<file path="src/rtl/hazard_pkg.sv">
// Shared types for the hazard controller: forwarding selects, MDU scoreboard
// states and the hard-wired zero register index.
package hazard_pkg;

  typedef enum logic [1:0] {
    FWD_NONE = 2'b00,
    FWD_W    = 2'b01,
    FWD_M    = 2'b10
  } fwd_sel_t;

  typedef enum logic {
    IDLE = 1'b0,
    BUSY = 1'b1
  } mdu_state_t;

  localparam int unsigned X0 = 0;

endpackage

</file>
<file path="src/rtl/hazard_fwd_sel.sv">
// E-stage operand bypass select for one source register; M wins over W
// because it holds the younger result.
module hazard_fwd_sel
  import hazard_pkg::*;
#(
  parameter int AW = 5
) (
  input  logic [AW-1:0] rs_e_i,
  input  logic [AW-1:0] rd_m_i,
  input  logic [AW-1:0] rd_w_i,
  input  logic          reg_write_m_i,
  input  logic          reg_write_w_i,
  output fwd_sel_t      fwd_sel_o
);

  logic hit_m, hit_w;

  assign hit_m = reg_write_m_i && (rd_m_i == rs_e_i) && (rd_m_i != AW'(X0));
  assign hit_w = reg_write_w_i && (rd_w_i == rs_e_i) && (rd_w_i != AW'(X0));

  always_comb begin
    fwd_sel_o = FWD_NONE;
    if (hit_m)      fwd_sel_o = FWD_M;
    else if (hit_w) fwd_sel_o = FWD_W;
  end

endmodule

</file>
<file path="src/rtl/hazard_ctrl_sb.sv">
// Pipeline hazard controller: M/W forwarding, load-use and branch flush,
// plus a single-entry scoreboard tracking one outstanding MDU op.
module hazard_ctrl_sb
  import hazard_pkg::*;
#(
  parameter int AW          = 5,
  parameter int MDU_MAX_LAT = 34,
  parameter int TMR_W       = 6,
  parameter int CNT_W       = 16
) (
  input  logic             clk,
  input  logic             rst_n,
  input  logic [AW-1:0]    rs1_d,
  input  logic [AW-1:0]    rs2_d,
  input  logic [AW-1:0]    rd_d,
  input  logic             reg_write_d,
  input  logic             mdu_op_d,
  input  logic [AW-1:0]    rs1_e,
  input  logic [AW-1:0]    rs2_e,
  input  logic [AW-1:0]    rd_e,
  input  logic             mem_read_e,
  input  logic             mdu_start_e,
  input  logic             mispredict_e,
  input  logic [AW-1:0]    rd_m,
  input  logic [AW-1:0]    rd_w,
  input  logic             reg_write_m,
  input  logic             reg_write_w,
  input  logic             mdu_done,
  output logic [1:0]       forward_ae,
  output logic [1:0]       forward_be,
  output logic             stall_f,
  output logic             stall_d,
  output logic             flush_d,
  output logic             flush_e,
  output logic             mdu_busy,
  output logic             mdu_timeout,
  output logic [CNT_W-1:0] stall_cycles
);

  localparam int NOPS = 2;
  localparam logic [AW-1:0] ZR = AW'(X0);

  logic [NOPS-1:0][AW-1:0] rs_e;
  fwd_sel_t [NOPS-1:0]     fwd_sel;

  assign rs_e[0] = rs1_e;
  assign rs_e[1] = rs2_e;

  for (genvar g = 0; g < NOPS; g++) begin : g_fwd
    hazard_fwd_sel #(.AW(AW)) u_fwd (
      .rs_e_i        (rs_e[g]),
      .rd_m_i        (rd_m),
      .rd_w_i        (rd_w),
      .reg_write_m_i (reg_write_m),
      .reg_write_w_i (reg_write_w),
      .fwd_sel_o     (fwd_sel[g])
    );
  end

  assign forward_ae = fwd_sel[0];
  assign forward_be = fwd_sel[1];

  mdu_state_t       state_q, state_d;
  logic [AW-1:0]    busy_rd_q, busy_rd_d;
  logic [TMR_W-1:0] timer_q, timer_d;
  logic             timeout_q, timeout_d;
  logic [CNT_W-1:0] cnt_q, cnt_d;

  // A result landing this cycle is visible through the write-first regfile,
  // so the pending window closes on the mdu_done cycle itself.
  logic pending, load_use, raw_busy, raw_start, waw, struct_h, stall;

  assign pending   = (state_q == BUSY) && !mdu_done;
  assign load_use  = mem_read_e && (rd_e != ZR) && ((rd_e == rs1_d) || (rd_e == rs2_d));
  assign raw_busy  = pending && (busy_rd_q != ZR) &&
                     ((busy_rd_q == rs1_d) || (busy_rd_q == rs2_d));
  assign raw_start = mdu_start_e && (rd_e != ZR) && ((rd_e == rs1_d) || (rd_e == rs2_d));
  assign waw       = reg_write_d && (rd_d != ZR) && (rd_d == busy_rd_q) && pending;
  assign struct_h  = mdu_op_d && (pending || mdu_start_e);
  assign stall     = load_use || raw_busy || raw_start || waw || struct_h;

  assign stall_f = stall && !mispredict_e;
  assign stall_d = stall && !mispredict_e;
  assign flush_e = stall_d || mispredict_e;
  assign flush_d = mispredict_e;

  assign mdu_busy     = (state_q == BUSY);
  assign mdu_timeout  = timeout_q;
  assign stall_cycles = cnt_q;

  always_comb begin
    state_d   = state_q;
    busy_rd_d = busy_rd_q;
    timer_d   = timer_q;
    timeout_d = timeout_q;
    case (state_q)
      IDLE: begin
        if (mdu_start_e) begin
          state_d   = BUSY;
          busy_rd_d = rd_e;
          timer_d   = '0;
        end
      end
      BUSY: begin
        if (timer_q >= TMR_W'(MDU_MAX_LAT)) timeout_d = 1'b1;
        if (mdu_done && mdu_start_e) begin
          busy_rd_d = rd_e;
          timer_d   = '0;
        end else if (mdu_done) begin
          state_d   = IDLE;
          busy_rd_d = '0;
          timer_d   = '0;
        end else if (timer_q != '1) begin
          timer_d = timer_q + 1'b1;
        end
      end
      default: state_d = IDLE;
    endcase
  end

  always_comb begin
    cnt_d = cnt_q;
    if (stall_d && (cnt_q != '1)) cnt_d = cnt_q + 1'b1;
  end

  always_ff @(posedge clk or negedge rst_n) begin
    if (!rst_n) begin
      state_q   <= IDLE;
      busy_rd_q <= '0;
      timer_q   <= '0;
      timeout_q <= 1'b0;
      cnt_q     <= '0;
    end else begin
      state_q   <= state_d;
      busy_rd_q <= busy_rd_d;
      timer_q   <= timer_d;
      timeout_q <= timeout_d;
      cnt_q     <= cnt_d;
    end
  end

endmodule

</file>
<file path="config.mk">
export PLATFORM = sky130hd
export DESIGN_NAME = hazard_ctrl_sb
export DESIGN_NICKNAME = d
export VERILOG_FILES = /design/src/rtl/hazard_pkg.sv /design/src/rtl/hazard_fwd_sel.sv /design/src/rtl/hazard_ctrl_sb.sv
export SDC_FILE = /design/constraint.sdc
export NUM_CORES = 1
export LEC_CHECK = 0
export CAP_MARGIN = 20
export CORE_ASPECT_RATIO = 0.7
export CORE_UTILIZATION = 43
export CTS_CLUSTER_SIZE = 10
export DETAILED_ROUTE_END_ITERATION = 10
export GPL_TIMING_DRIVEN = 0
export PLACE_DENSITY = 0.76
export SLEW_MARGIN = 20
export SYNTH_ARGS = -nofsm -noshare
export SYNTH_HDL_FRONTEND = slang
export SYNTH_SLANG_ARGS = --single-unit
</file>
<file path="constraint.sdc">
create_clock -name clk -period 2.8 [get_ports clk]
set_input_delay 0.28 -clock clk [delete_from_list [all_inputs] [get_ports clk]]
set_output_delay 0.28 -clock clk [all_outputs]
set_load 0.01 [all_outputs]
</file>
# Yosys cells after proc, flatten, opt, wreduce, memory -nomap -nowiden

Index checks and enable logic that the tools add are counted.

Add/subtract/negate cells: 2
$lt $le $gt $ge: 1
Equal/unequal tests: 14
Multiplexer cells: 17
Bitwise logic cells: 1
Reduce and logical (&&, ||, !) cells: 40

Operators by type and width:

| cell                  | number |
|---|---|
| $eq 5x5->1            | 9 |
| $reduce_bool 5->1     | 5 |
| $mux 6                | 4 |
| $logic_and 1x1->1     | 22 |
| $add 16x1->16 const B | 1 |
| $ne 16x16->1 const B  | 1 |
| $mux 5                | 3 |
| $pmux 6 s2            | 1 |
| $pmux 5 s2            | 1 |
| $logic_or 1x1->1      | 8 |
| $add 6x1->6 const B   | 1 |
| $ge 6x6->1 const B    | 1 |
| $ne 6x6->1 const B    | 1 |
| $reduce_and 2->1      | 3 |
| $mux 1                | 5 |
| $mux 2                | 2 |
| $ne 4x2->1 const B    | 1 |
| $ne 3x2->1 const B    | 1 |
| $logic_not 1->1       | 2 |
| $ne 2x2->1 const B    | 1 |
| $pmux 1 s2            | 1 |
| $not 1->1             | 1 |

Bits in registers: 29
Output and inout port bits: 26
Logic and storage cells: 80

# Depth between registers and ports, before layout

Word-level depth: 10
Mapped depth: 8

# By module

A second synthesis with hierarchy kept.

Cell total of the unflattened synthesis: 201
Area total of the unflattened synthesis: 1979.4 um^2

Modules (own cells, without submodules):

| module         | times used | cells an instance | area an instance (um^2) | sequential area each (um^2) |
|---|---|---|---|---|
| hazard_ctrl_sb | 1          | 159               | 1661.6                  | 725.7 |
| hazard_fwd_sel | 2          | 21                | 158.9                   | 0.0 |

# Worst setup path before layout

OpenSTA, ideal clock, no wires.

Path type: register to output
Start point: reg busy_rd_q[4]
End point: out stall_f
Arrival: 1763 ps
Data required time: 2520 ps
Setup slack: 757 ps
Stages on the path, launching flop included: 8
Buffers on the path: 2
Cells stage by stage: dfrtp_1 > xor2_1 > nor4_2 > nand3_1 > a31o_1 > a31oi_4 > buf_6 > buf_4

Longest elaborated chain between the ends: 8
Elaborated cells on any way between the ends: 14
Classes of those cells: eq/ne: 3; reduce/logical: 11

Ends and longest elaborated chain:

| what                                                         | line                                       | source |
|---|---|---|
| from (decl)                                                  | hazard_ctrl_sb.sv:64                       | `logic [AW-1:0] busy_rd_q, busy_rd_d;` |
| from (signal assigned)                                       | hazard_ctrl_sb.sv:135                      | `busy_rd_q <= busy_rd_d;` |
| $eq 5x5->1 / $reduce_bool 5->1 (equally long branches)       | hazard_ctrl_sb.sv:76, hazard_ctrl_sb.sv:75 |  |
| $logic_or 1x1->1 / $logic_and 1x1->1 (equally long branches) | hazard_ctrl_sb.sv:76, hazard_ctrl_sb.sv:75 |  |
| $logic_and 1x1->1                                            | hazard_ctrl_sb.sv:75                       | `assign raw_busy = pending && (busy_rd_q != ZR) &&` |
| $logic_or 1x1->1 (2 in series)                               | hazard_ctrl_sb.sv:80                       | `assign stall = load_use \|\| raw_busy \|\| raw_start \|\| waw \|\| struct_h;` |
| $logic_or 1x1->1 * (2 in series)                             | hazard_ctrl_sb.sv:80                       |  |
| $logic_and 1x1->1 *                                          | -                                          |  |
| to (decl)                                                    | hazard_ctrl_sb.sv:31                       | `output logic stall_f,` |

Every way passes the cells marked *; elsewhere a longest branch is shown, timed or not.

# Worst setup path after layout

Start point: reg busy_rd_q[4]
End point: out stall_f

Longest elaborated chain between the ends: 8
Elaborated cells on any way between the ends: 14
Classes of those cells: eq/ne: 3; reduce/logical: 11

Ends and longest elaborated chain:

| what                                                         | line                                       | source |
|---|---|---|
| $eq 5x5->1 / $reduce_bool 5->1 (equally long branches)       | hazard_ctrl_sb.sv:76, hazard_ctrl_sb.sv:75 |  |
| $logic_or 1x1->1 / $logic_and 1x1->1 (equally long branches) | hazard_ctrl_sb.sv:76, hazard_ctrl_sb.sv:75 |  |
| $logic_and 1x1->1                                            | hazard_ctrl_sb.sv:75                       |  |
| $logic_or 1x1->1 (2 in series)                               | hazard_ctrl_sb.sv:80                       |  |
| $logic_or 1x1->1 * (2 in series)                             | hazard_ctrl_sb.sv:80                       |  |
| $logic_and 1x1->1 *                                          | hazard_ctrl_sb.sv:82                       | `assign stall_f = stall && !mispredict_e;` |

Marks and branches as above.

==> flow_summary.json <==
{
  "status": "finished, final reports clean",
  "synth_compound_area_share_pct": 7.56,
  "drtIter0Drc": 96,
  "r2r-start": "busy_rd_q[4]",
  "nets": 343,
  "h-tree-depth": 2,
  "syn_avg_cell_area_sq_um": 9.69,
  "synth-edff-count": 0,
  "worstReg2RegEnd": "stall_cycles[14]",
  "place.port_buffers": 75,
  "reg2reg_depth": 9,
  "place_ws_ps": -279,
  "drive_above_1_share_pct": 11.3,
  "cts.sinks": 29,
  "grt_antenna_before_repair": 0,
  "core_area_sq_um": 4380,
  "cts.path.max_buffers": 2,
  "setup_viol": 0,
  "grt_first_pass_wirelength_microns": 8560,
  "mappedNetlistNets": 258,
  "insertion_delay_ps": 280,
  "overflow": 0,
  "die_x_microns": 83.2,
  "min_period_ps": 2750,
  "wl_per_cell_microns": 15.1,
  "synth-simple-area-share_pct": 22.4,
  "fmax_ghz": 0.363,
  "synth-xor-area-share_pct": 26.9,
  "synthArstFlopShare_pct": 100,
  "fin_total_pwr_mw": 1.31,
  "ir_drop_mv": 0.357,
  "drv_slew": 0,
  "rows": 20,
  "cts_tree": "built",
  "worst_pin_slew_ps": 687,
  "antenna_left": 0,
  "crit_start": "busy_rd_q[4]",
  "syn_area_sq_um": 1990,
  "synthCells": 205,
  "p_leak_nw": 1.20,
  "gp_congestion": 0.875,
  "drt_first_pass_iters": 4,
  "hpwlAfterDp_microns": 4090,
  "synth_top_family_by_area": "XOR/XNOR gates",
  "slew_headroom_pct": 53.7,
  "min_path_type": "input port to asynchronous set/reset pin",
  "worst-endpoint-required_ps": 2520,
  "synth_top_cell_area_share_pct": 36.5,
  "root_buffer": "clkbuf_8",
  "syn2layout_area_growth_pct": 48.9,
  "synth-main-ff-cell": "dfrtp_1",
  "grt_max_degree": 30,
  "clk_pin_slew_ps": 70,
  "grt_pass1_vias": 1748,
  "crit_path_max_fanout": 3,
  "finalHoldViolations": 0,
  "crit_end": "stall_f",
  "drc": 0,
  "routed_wl_microns": 5230,
  "max_cap_violations": 0,
  "synth_warnings": 0,
  "rsz0062_at_grt": "yes",
  "synth_seq_cells": 29,
  "synthAdderAreaFrac_pct": 1.89,
  "setup_ws_ps": 48.6,
  "rrSetupSlack_ps": 620,
  "viasPerCell": 5.15,
  "ctsHoldBuffers": 0,
  "track_usage_pct": 22.3,
  "dieHeight_microns": 58.9,
  "ys_seq_area_share_pct": 36.5,
  "pin_count": 76,
  "dieArea_sq_um": 4900,
  "synth_cell_types": 38,
  "ys_top_cells_by_area": "dfrtp_1, xnor2_1, xor2_1",
  "start_util_pct": 45.4,
  "end_kind": "primary output",
  "diodes": 0,
  "worst-setup-path-type": "flip-flop to primary output",
  "vias": 1782,
  "cts_made_buffers": 5,
  "cp-start-kind": "flip-flop",
  "yosys.area.top_type": "dfrtp_1",
  "synthMuxAreaShare_pct": 1.89,
  "arrival_ps": 2470,
  "fin_worst_skew_ps": 8.75,
  "finalCritPeriodShare_pct": 98.3,
  "power.density_nw_per_um2": 444
}
-- metrics by stage --
| stage | area (sq um) | instances | hold slack, ps | setup TNS (ps) | utilization [%] |
|---|---|---|---|---|---|
| 2_1_floorplan | 1990 | 205 | -15.6 | 0 | - |
| 3_3_place_gp | 2810 | 335 | 450 | -452 | 64.1 |
| 3_5_place_dp | 2800 | 335 | 336 | -482 | 64.0 |
| 4_1_cts | 2950 | 346 | 34.0 | 0 | 67.5 |
| 5_1_grt | 2960 | 346 | 62.5 | -48.2 | 67.6 |
| 6_report | 2960 | 346 | 19.3 | 0 | 67.6 |
-- cell usage in the layout, fill, tap and decap left out, types with 3 or more instances in the layout --
cell type        count
nor3_1               4
nand2b_1             3
and3_1               7
nand3_1             23
nand2_1              8
or4_1                6
nor2_1              10
buf_4                6
clkbuf_8             6
o21ai_0              5
inv_1                3
xor2_1              27
nor4_1               4
dfrtp_1             25
dfrtp_2              4
a22o_1               4
or3_1                3
xnor2_1             33
ha_1                 3
clkdlybuf4s50_1     73
nand4_1              4
a21oi_1              3
-- critical path, stage by stage, from the launching register on --
cell,delay [ps]
dfrtp_2,450
buf_12,140
xor2_1,140
nor3_1,160
nand3_1,120
a31o_1,290
a31oi_4,160
buf_6,120
buf_4,90
clkdlybuf4s50_1,520
-- state kept, by name, summed over array words and instances, names as in the netlist --
name,flops
stall_cycles,16
timer_q,6
busy_rd_q,5
mdu_busy,1
mdu_timeout,1
-- cell families (layout without fill, tap and decap cells) --
kind of cell | count (synthesis) | after routing
AO/OA/AOI/OAI | 20 | 20
XOR/XNOR | 61 | 61
adder cells (fa/ha/maj) | 3 | 3
buffers and inverters | 9 | 95
flip-flops | 29 | 29
multiplexers | 3 | 3
AND/OR/NAND/NOR | 80 | 80
-- how the worst min path moves through the flow --
| stage | endpoint | cells after the start | slack [ps] | start |
|---|---|---|---|---|
| global route | timer_q[0] | 1 | 60 | rst_n |
| global placement | mdu_timeout | 1 | 450 | mdu_timeout |
| CTS | busy_rd_q[1] | 1 | 30 | rst_n |
| finish | timer_q[0] | 1 | 20 | rst_n |
| floorplan | busy_rd_q[0] | 0 | -20 | rst_n |
| detailed placement | timer_q[0] | 1 | 340 | rst_n |
-- per-layer routing --
layer / track usage, % / part of all wire, %
met1: 32.3 / 49
met2: 35.0 / 45
met3: 5.47 / 4.7
met4: 2.96 / 0.42
met5: 0 / 0
-- cell type report --
| class | count | area [sq um] |
|---|---|---|
| Tap cell | 55 | 68.8 |
| Inverter | 3 | 11.3 |
| Timing Repair Buffer | 78 | 783 |
| Multi-Input combinational cell | 167 | 1220 |
| Buffer | 6 | 45.0 |
| Clock inverter | 2 | 13.8 |
| Sequential cell | 29 | 731 |
| Fill cell | 364 | 1420 |
| Clock buffer | 6 | 82.6 |
-- report_power, final --
| part | switching, mW | total (mW) | internal (mW) |
|---|---|---|---|
| logic | 0.164 | 0.408 | 0.244 |
| registers | 0.0685 | 0.537 | 0.468 |
| clock network | 0.170 | 0.368 | 0.199 |
| total | 0.402 | 1.31 | 0.912 |
-- timing repair --
action,4_1_cts,5_1_grt
pin swaps,1,1
resized for setup,5,4
setup endpoints to repair,2,3
setup buffers,3,0
-- synth_stat cells, drive strengths merged, types with 5 or more instances --
cell / instances
and3: 7
nor2: 10
nor3: 5
buf: 5
nand4: 5
o21ai: 6
xnor2: 34
or4: 6
nor4: 5
dfrtp: 29
nand3: 23
xor2: 27
a22o: 5
nand2: 9
Power figures use the tool's default switching activity.
